File: config.mk
export PLATFORM = sky130hd
export DESIGN_NAME = db_tx_scheduler
export DESIGN_NICKNAME = d
export VERILOG_FILES = /design/src/rtl/srio_db_pkg.sv /design/src/rtl/db_rr_arbiter.sv /design/src/rtl/db_tx_scheduler.sv
export SDC_FILE = /design/constraint.sdc
export NUM_CORES = 1
export LEC_CHECK = 0
export CORE_AREA = 2 2 115 117
export DETAILED_ROUTE_END_ITERATION = 7
export DIE_AREA = 0 0 117 119
export PLACE_DENSITY_LB_ADDON = 0.2
export SYNTH_ARGS = -nofsm -noshare
export SYNTH_HDL_FRONTEND = slang
export SYNTH_SLANG_ARGS = --single-unit
File: constraint.sdc
create_clock -name aclk -period 5 [get_ports aclk]
set_clock_uncertainty 0.05 [all_clocks]
set_input_delay 0.5 -clock aclk [delete_from_list [all_inputs] [get_ports aclk]]
set_output_delay 0.5 -clock aclk [all_outputs]
set_load 0.005 [all_outputs]
File: src/rtl/srio_db_pkg.sv
// Shared constants, packet field positions and FSM state type for the SRIO
// outbound doorbell path.
package srio_db_pkg;

    localparam logic [7:0] FTYPE_DOORBELL = 8'hA0;
    localparam logic [7:0] RESP_NODATA    = 8'hD0;

    localparam int TID_MSB  = 63;
    localparam int TID_LSB  = 56;
    localparam int TYPE_MSB = 55;
    localparam int TYPE_LSB = 48;
    localparam int PRIO_MSB = 46;
    localparam int PRIO_LSB = 45;
    localparam int INFO_MSB = 31;
    localparam int INFO_LSB = 16;

    typedef enum logic [1:0] {
        IDLE,
        SEND,
        WAIT_RESP
    } state_e;

    function automatic logic [63:0] db_packet(input logic [7:0]  tid,
                                              input logic [1:0]  prio,
                                              input logic [15:0] info);
        logic [63:0] pkt;
        pkt                     = '0;
        pkt[TID_MSB:TID_LSB]    = tid;
        pkt[TYPE_MSB:TYPE_LSB]  = FTYPE_DOORBELL;
        pkt[PRIO_MSB:PRIO_LSB]  = prio;
        pkt[INFO_MSB:INFO_LSB]  = info;
        return pkt;
    endfunction

endpackage

File: src/rtl/db_rr_arbiter.sv
// Combinational round-robin arbiter: grants the first requester after ptr_i,
// wrapping around. The pointer register is owned by the caller.
module db_rr_arbiter #(
    parameter int C_NUM_REQ = 4,
    localparam int IW = $clog2(C_NUM_REQ)
) (
    input  logic [C_NUM_REQ-1:0] req_i,
    input  logic [IW-1:0]        ptr_i,
    input  logic                 enable_i,
    output logic [C_NUM_REQ-1:0] grant_o,
    output logic [IW-1:0]        grant_idx_o
);

    logic          found;
    logic [IW-1:0] idx;

    // NOTE: every output and temporary gets a default first so no path leaves one unassigned (no latch).
    always_comb begin
        grant_o     = '0;
        grant_idx_o = '0;
        found       = 1'b0;
        idx         = '0;
        for (int k = 1; k <= C_NUM_REQ; k++) begin
            idx = IW'((int'(ptr_i) + k) % C_NUM_REQ);
            if (enable_i && !found && req_i[idx]) begin
                found        = 1'b1;
                grant_o[idx] = 1'b1;
                grant_idx_o  = idx;
            end
        end
    end

endmodule

File: src/rtl/db_tx_scheduler.sv
// Outbound doorbell scheduler: arbitrates local requesters onto the SRIO ireq
// port, matches iresp by TID and retries on timeout or error response.
module db_tx_scheduler
    import srio_db_pkg::*;
#(
    parameter int          C_NUM_REQ      = 4,
    parameter logic [15:0] C_SRIO_DEV_ID  = 16'hF201,
    parameter logic [15:0] C_SRIO_DEST_ID = 16'h7801,
    parameter logic [1:0]  C_PRIO         = 2'b01,
    parameter int          C_TIMEOUT      = 1024,
    parameter int          C_MAX_RETRY    = 3
) (
    input  logic                    aclk,
    input  logic                    areset,
    input  logic [C_NUM_REQ-1:0]    req_valid,
    input  logic [16*C_NUM_REQ-1:0] req_info,
    output logic [C_NUM_REQ-1:0]    req_ready,
    output logic [C_NUM_REQ-1:0]    req_done,
    output logic [C_NUM_REQ-1:0]    req_err,
    output logic                    busy,
    output logic                    stray_resp,
    output logic                    m_axis_ireq_tvalid,
    input  logic                    m_axis_ireq_tready,
    output logic [63:0]             m_axis_ireq_tdata,
    output logic [7:0]              m_axis_ireq_tkeep,
    output logic                    m_axis_ireq_tlast,
    output logic [31:0]             m_axis_ireq_tuser,
    input  logic                    s_axis_iresp_tvalid,
    output logic                    s_axis_iresp_tready,
    input  logic [63:0]             s_axis_iresp_tdata,
    input  logic [7:0]              s_axis_iresp_tkeep,
    input  logic                    s_axis_iresp_tlast,
    input  logic [31:0]             s_axis_iresp_tuser
);

    localparam int IW = $clog2(C_NUM_REQ);

    state_e        state_q,    state_d;
    logic [7:0]    tid_q,      tid_d;
    logic [7:0]    sent_tid_q, sent_tid_d;
    logic [IW-1:0] ptr_q,      ptr_d;
    logic [IW-1:0] gnt_idx_q,  gnt_idx_d;
    logic [15:0]   info_q,     info_d;
    logic [2:0]    retry_q,    retry_d;
    logic [15:0]   tmo_q,      tmo_d;

    logic [C_NUM_REQ-1:0] arb_grant;
    logic [IW-1:0]        arb_idx;
    logic                 resp_match;
    logic                 ireq_active;
    logic                 unused_iresp;

    db_rr_arbiter #(.C_NUM_REQ(C_NUM_REQ)) u_arb (
        .req_i       (req_valid),
        .ptr_i       (ptr_q),
        .enable_i    ((state_q == IDLE) && !areset),
        .grant_o     (arb_grant),
        .grant_idx_o (arb_idx)
    );

    // NOTE: non-blocking so every register samples pre-edge values, independent of statement order.
    always_ff @(posedge aclk) begin
        if (areset) begin
            state_q    <= IDLE;
            tid_q      <= '0;
            sent_tid_q <= '0;
            ptr_q      <= IW'(C_NUM_REQ - 1);
            gnt_idx_q  <= '0;
            info_q     <= '0;
            retry_q    <= '0;
            tmo_q      <= '0;
        end else begin
            state_q    <= state_d;
            tid_q      <= tid_d;
            sent_tid_q <= sent_tid_d;
            ptr_q      <= ptr_d;
            gnt_idx_q  <= gnt_idx_d;
            info_q     <= info_d;
            retry_q    <= retry_d;
            tmo_q      <= tmo_d;
        end
    end

    always_comb begin
        state_d    = state_q;
        tid_d      = tid_q;
        sent_tid_d = sent_tid_q;
        ptr_d      = ptr_q;
        gnt_idx_d  = gnt_idx_q;
        info_d     = info_q;
        retry_d    = retry_q;
        tmo_d      = tmo_q;
        req_ready  = '0;
        req_done   = '0;
        req_err    = '0;

        resp_match = s_axis_iresp_tvalid && (state_q == WAIT_RESP) &&
                     (s_axis_iresp_tdata[TID_MSB:TID_LSB] == sent_tid_q);
        stray_resp = s_axis_iresp_tvalid && !resp_match && !areset;

        case (state_q)
            IDLE: begin
                if (|arb_grant) begin
                    for (int i = 0; i < C_NUM_REQ; i++) begin
                        if (arb_grant[i]) info_d = req_info[16*i +: 16];
                    end
                    gnt_idx_d = arb_idx;
                    ptr_d     = arb_idx;
                    req_ready = arb_grant;
                    state_d   = SEND;
                end
            end
            SEND: begin
                if (m_axis_ireq_tready) begin
                    sent_tid_d = tid_q;
                    tid_d      = tid_q + 8'd1;
                    tmo_d      = '0;
                    state_d    = WAIT_RESP;
                end
            end
            WAIT_RESP: begin
                tmo_d = tmo_q + 16'd1;
                // A matched response outranks a coincident timeout.
                if (resp_match && s_axis_iresp_tdata[TYPE_MSB:TYPE_LSB] == RESP_NODATA) begin
                    req_done[gnt_idx_q] = 1'b1;
                    retry_d             = '0;
                    state_d             = IDLE;
                end else if (resp_match || tmo_q == 16'(C_TIMEOUT - 1)) begin
                    if (retry_q < 3'(C_MAX_RETRY)) begin
                        retry_d = retry_q + 3'd1;
                        state_d = SEND;
                    end else begin
                        req_err[gnt_idx_q] = 1'b1;
                        retry_d            = '0;
                        state_d            = IDLE;
                    end
                end
            end
            default: state_d = IDLE;
        endcase

        if (areset) begin
            req_done = '0;
            req_err  = '0;
        end
    end

    assign ireq_active         = (state_q == SEND) && !areset;
    assign m_axis_ireq_tvalid  = ireq_active;
    assign m_axis_ireq_tdata   = ireq_active ? db_packet(tid_q, C_PRIO, info_q) : '0;
    assign m_axis_ireq_tkeep   = ireq_active ? 8'hFF : 8'h00;
    assign m_axis_ireq_tlast   = ireq_active;
    assign m_axis_ireq_tuser   = ireq_active ? {C_SRIO_DEV_ID, C_SRIO_DEST_ID} : '0;
    assign busy                = (state_q != IDLE) && !areset;
    assign s_axis_iresp_tready = 1'b1;

    assign unused_iresp = ^{s_axis_iresp_tdata[47:0], s_axis_iresp_tkeep,
                            s_axis_iresp_tlast, s_axis_iresp_tuser};

endmodule

==> flow_summary.json <==
{
  "die_h_um": 119,
  "critical_path.max_fanout": 18,
  "internal-power_w": 0.001437,
  "grt_pass1_wl_um": 17390,
  "synth-edff-count": 0,
  "p_sw_frac": 0.3673,
  "fmax_mhz": 236.7,
  "grt_usage": 0.1550,
  "path_buf_inv": 4,
  "cts_root_buf": "clkbuf_16",
  "path_delay_family": "buffers and inverters",
  "die_w_um": 117,
  "critPathLaunchType": "register",
  "crit_type": "reg2out",
  "clk_pin_slew_ns": 0.05,
  "fin_area_sq_um": 5847,
  "synthTopCellsByArea": "dfxtp_1, buf_4, nand2_1",
  "vias_per_cell": 4.671,
  "drt_wl_total_um": 11000,
  "grt_max_degree": 61,
  "fin_setup_tns_ns": 0,
  "cp_data_required_time_ns": 4.45,
  "max_stage_delay_ns": 0.70,
  "p_sw_w": 0.0008344,
  "final_common_cell": "clkdlybuf4s50_1",
  "cts_sinks": 57,
  "num_vias": 4012,
  "synth_seq_area_share": 0.2647,
  "synth_top_area_share": 0.2647,
  "multi_input_area_sq_um": 2599,
  "post_cts_buffers": 0,
  "critPathArrivalTime_ns": 3.67,
  "io_buffers": 149,
  "wire_per_inst_um": 12.80,
  "reg2regPathDepth": 10,
  "overflow": 0,
  "max-cap-violations": 0,
  "drtPass1Iterations": 4,
  "hold_viol_final": 0,
  "min_period_over_period": 0.8448,
  "period_minus_slack_ns": 4.224,
  "p_seq_frac": 0.258,
  "synth.largest_area_cell": "dfxtp_1",
  "area_delta_synth_final_pct": 35.61,
  "leakage_nw": 2.161,
  "p_total_w": 0.002271,
  "synth_area_per_cell_sq_um": 7.618,
  "min_to": "retry_q[2]$_SDFFE_PP0P_",
  "core_sq_um": 12870,
  "r2r_slack_ns": 1.10,
  "gp_routability_congestion": 0.8246,
  "maxSlewViolCount": 0,
  "antenna_found_initial": 0,
  "r2r_start": "ptr_q[0]$_SDFFE_PP1P_",
  "setup_viol": 0,
  "htree_levels": 3,
  "hold_path_depth": 2,
  "ys_ff_latch": 57,
  "fillerInstances": 1291,
  "crit_slowest_cell": "dfxtp_1",
  "p_clk_frac": 0.295,
  "min_from": "retry_q[2]$_SDFFE_PP0P_",
  "status": "complete, no violations",
  "ys_types": 55,
  "cts_buffers": 9,
  "power.density_nw_per_um2": 388.5,
  "p_comb_frac": 0.447,
  "clock_latency_ns": 0.33,
  "crit_chain": "inv_1, ha_1, mux4_2, nand2_1, o21ai_1, a22oi_2, buf_4, clkinv_1, clkdlybuf4s50_1",
  "drtIter0Drc": 233,
  "async_flop_share": 0,
  "drc_errors": 0,
  "synthFlopType": "dfxtp_1",
  "r2r_end": "info_q[12]$_SDFFE_PP0P_",
  "synthCells": 566,
  "layout_setup_ws_ns": 0.7759,
  "detailed_place.area_sq_um": 5519,
  "slew_headroom": 0.4171,
  "rsz0062_at_grt": "no",
  "diodes": 0,
  "final_cell_mix": "clkdlybuf4s50_1, nand2_1, conb_1",
  "rows": 42,
  "place_ws_ns": 1.093,
  "grt_pass1_vias": 3748,
  "worstMarginPinSlew_ns": 0.8717,
  "nets": 866,
  "timing.hold.ws_ns": 0.4100,
  "clk_path_buf_depth": 2,
  "min_path_type": "reg2reg",
  "die-area_sq_um": 13920,
  "cts_tree": "built",
  "io_pins": 298,
  "initial_core_util": 0.3349,
  "layout-drive-gt1-share": 0.07760,
  "ctsHoldBuffers": 0,
  "yosysWarnings": 0,
  "vdd_drop_max_mv": 0.1771,
  "regArea_sq_um": 1141,
  "synth_area_sq_um": 4312,
  "endpoint_kind": "output pin",
  "cts_resized": 0,
  "dp_hpwl_um": 8301,
  "final_antenna_net_count": 0
}
[flip-flops by register name, indices dropped and copies added (netlist names)]
register / cells
sent_tid_q: 8
tid_q: 8
info_q: 16
gnt_idx_q: 2
retry_q: 3
state_q: 2
ptr_q: 2
tmo_q: 16
[routing by layer]
layer | GRT usage | wire (um)
met1 | 0.1902 | 4775
met2 | 0.2699 | 5334
met5 | 0 | 0
met3 | 0.03766 | 785
met4 | 0.03750 | 100
[worst max-delay path by stage]
stage	depth (start not counted)	start	endpoint	slack, ns
2_1_floorplan	10	ptr_q[0]$_SDFFE_PP1P_	req_ready[3]	2.16
3_3_place_gp	9	ptr_q[0]$_SDFFE_PP1P_	req_ready[3]	1.18
3_5_place_dp	9	ptr_q[0]$_SDFFE_PP1P_	req_ready[3]	1.09
4_1_cts	9	ptr_q[0]$_SDFFE_PP1P_	req_ready[3]	0.72
5_1_grt	9	ptr_q[0]$_SDFFE_PP1P_	req_ready[3]	0.47
6_report	9	ptr_q[0]$_SDFFE_PP1P_	req_ready[3]	0.78
[logic make-up (layout without fill, tap and decap cells)]
family	after synthesis	count (layout)	share of synthesized area
xor gates and xnor gates	15	15	0.03047
and+or+nand+nor	245	245	0.2676
DFF	57	57	0.2647
AOI/OAI and AO/OA	109	109	0.1843
buffers and inverters	117	177	0.1834
other	2	59	0.001742
muxes	10	10	0.03598
adders and majority gates	11	11	0.03192
[Yosys cell counts (all sizes together), types with 5 or more instances]
cell type,n
nand2,98
dfxtp,57
inv,5
a21oi,28
xnor2,10
nor3,11
nand3,17
o21ai,33
clkbuf,16
nand4,8
a31o,16
nor2,58
a311oi,16
buf,95
xor2,5
and2,25
ha,11
[layout make-up]
class / instances / area share
Tap cell: 176 / 0.03766
Clock buffer: 9 / 0.03852
Clock inverter: 7 / 0.01755
Multi-Input combinational cell: 449 / 0.4445
Timing Repair Buffer: 155 / 0.2619
Sequential cell: 57 / 0.1952
Inverter: 6 / 0.004708
[through the flow]
step | utilization | std cells
global route | 0.4541 | 859
global placement | 0.4287 | 843
floorplan | - | 623
CTS | 0.4541 | 859
detailed placement | 0.4287 | 843
finish | 0.4541 | 859
[tightest hold or removal path: cells and delay by family (launching register included)]
family | cells | cell delay [ns]
AO/OA/AOI/OAI | 1 | 0.05
flip-flops | 1 | 0.31
AND/OR/NAND/NOR | 1 | 0.05
[power groups by stage]
| stage | Combinational, W | Clock, W | Sequential [W] |
|---|---|---|---|
| 6_report | 0.00101 | 0.000670 | 0.000587 |
| 5_1_grt | 0.00113 | 0.000705 | 0.000599 |
| 4_1_cts | 0.00102 | 0.000687 | 0.000588 |
| 3_5_place_dp | 0.00101 | 0 | 0.000597 |
| 3_3_place_gp | 0.000999 | 0 | 0.000593 |
| 2_1_floorplan | 0.000795 | 0 | 0.000576 |
Power figures use the tool's default switching activity.
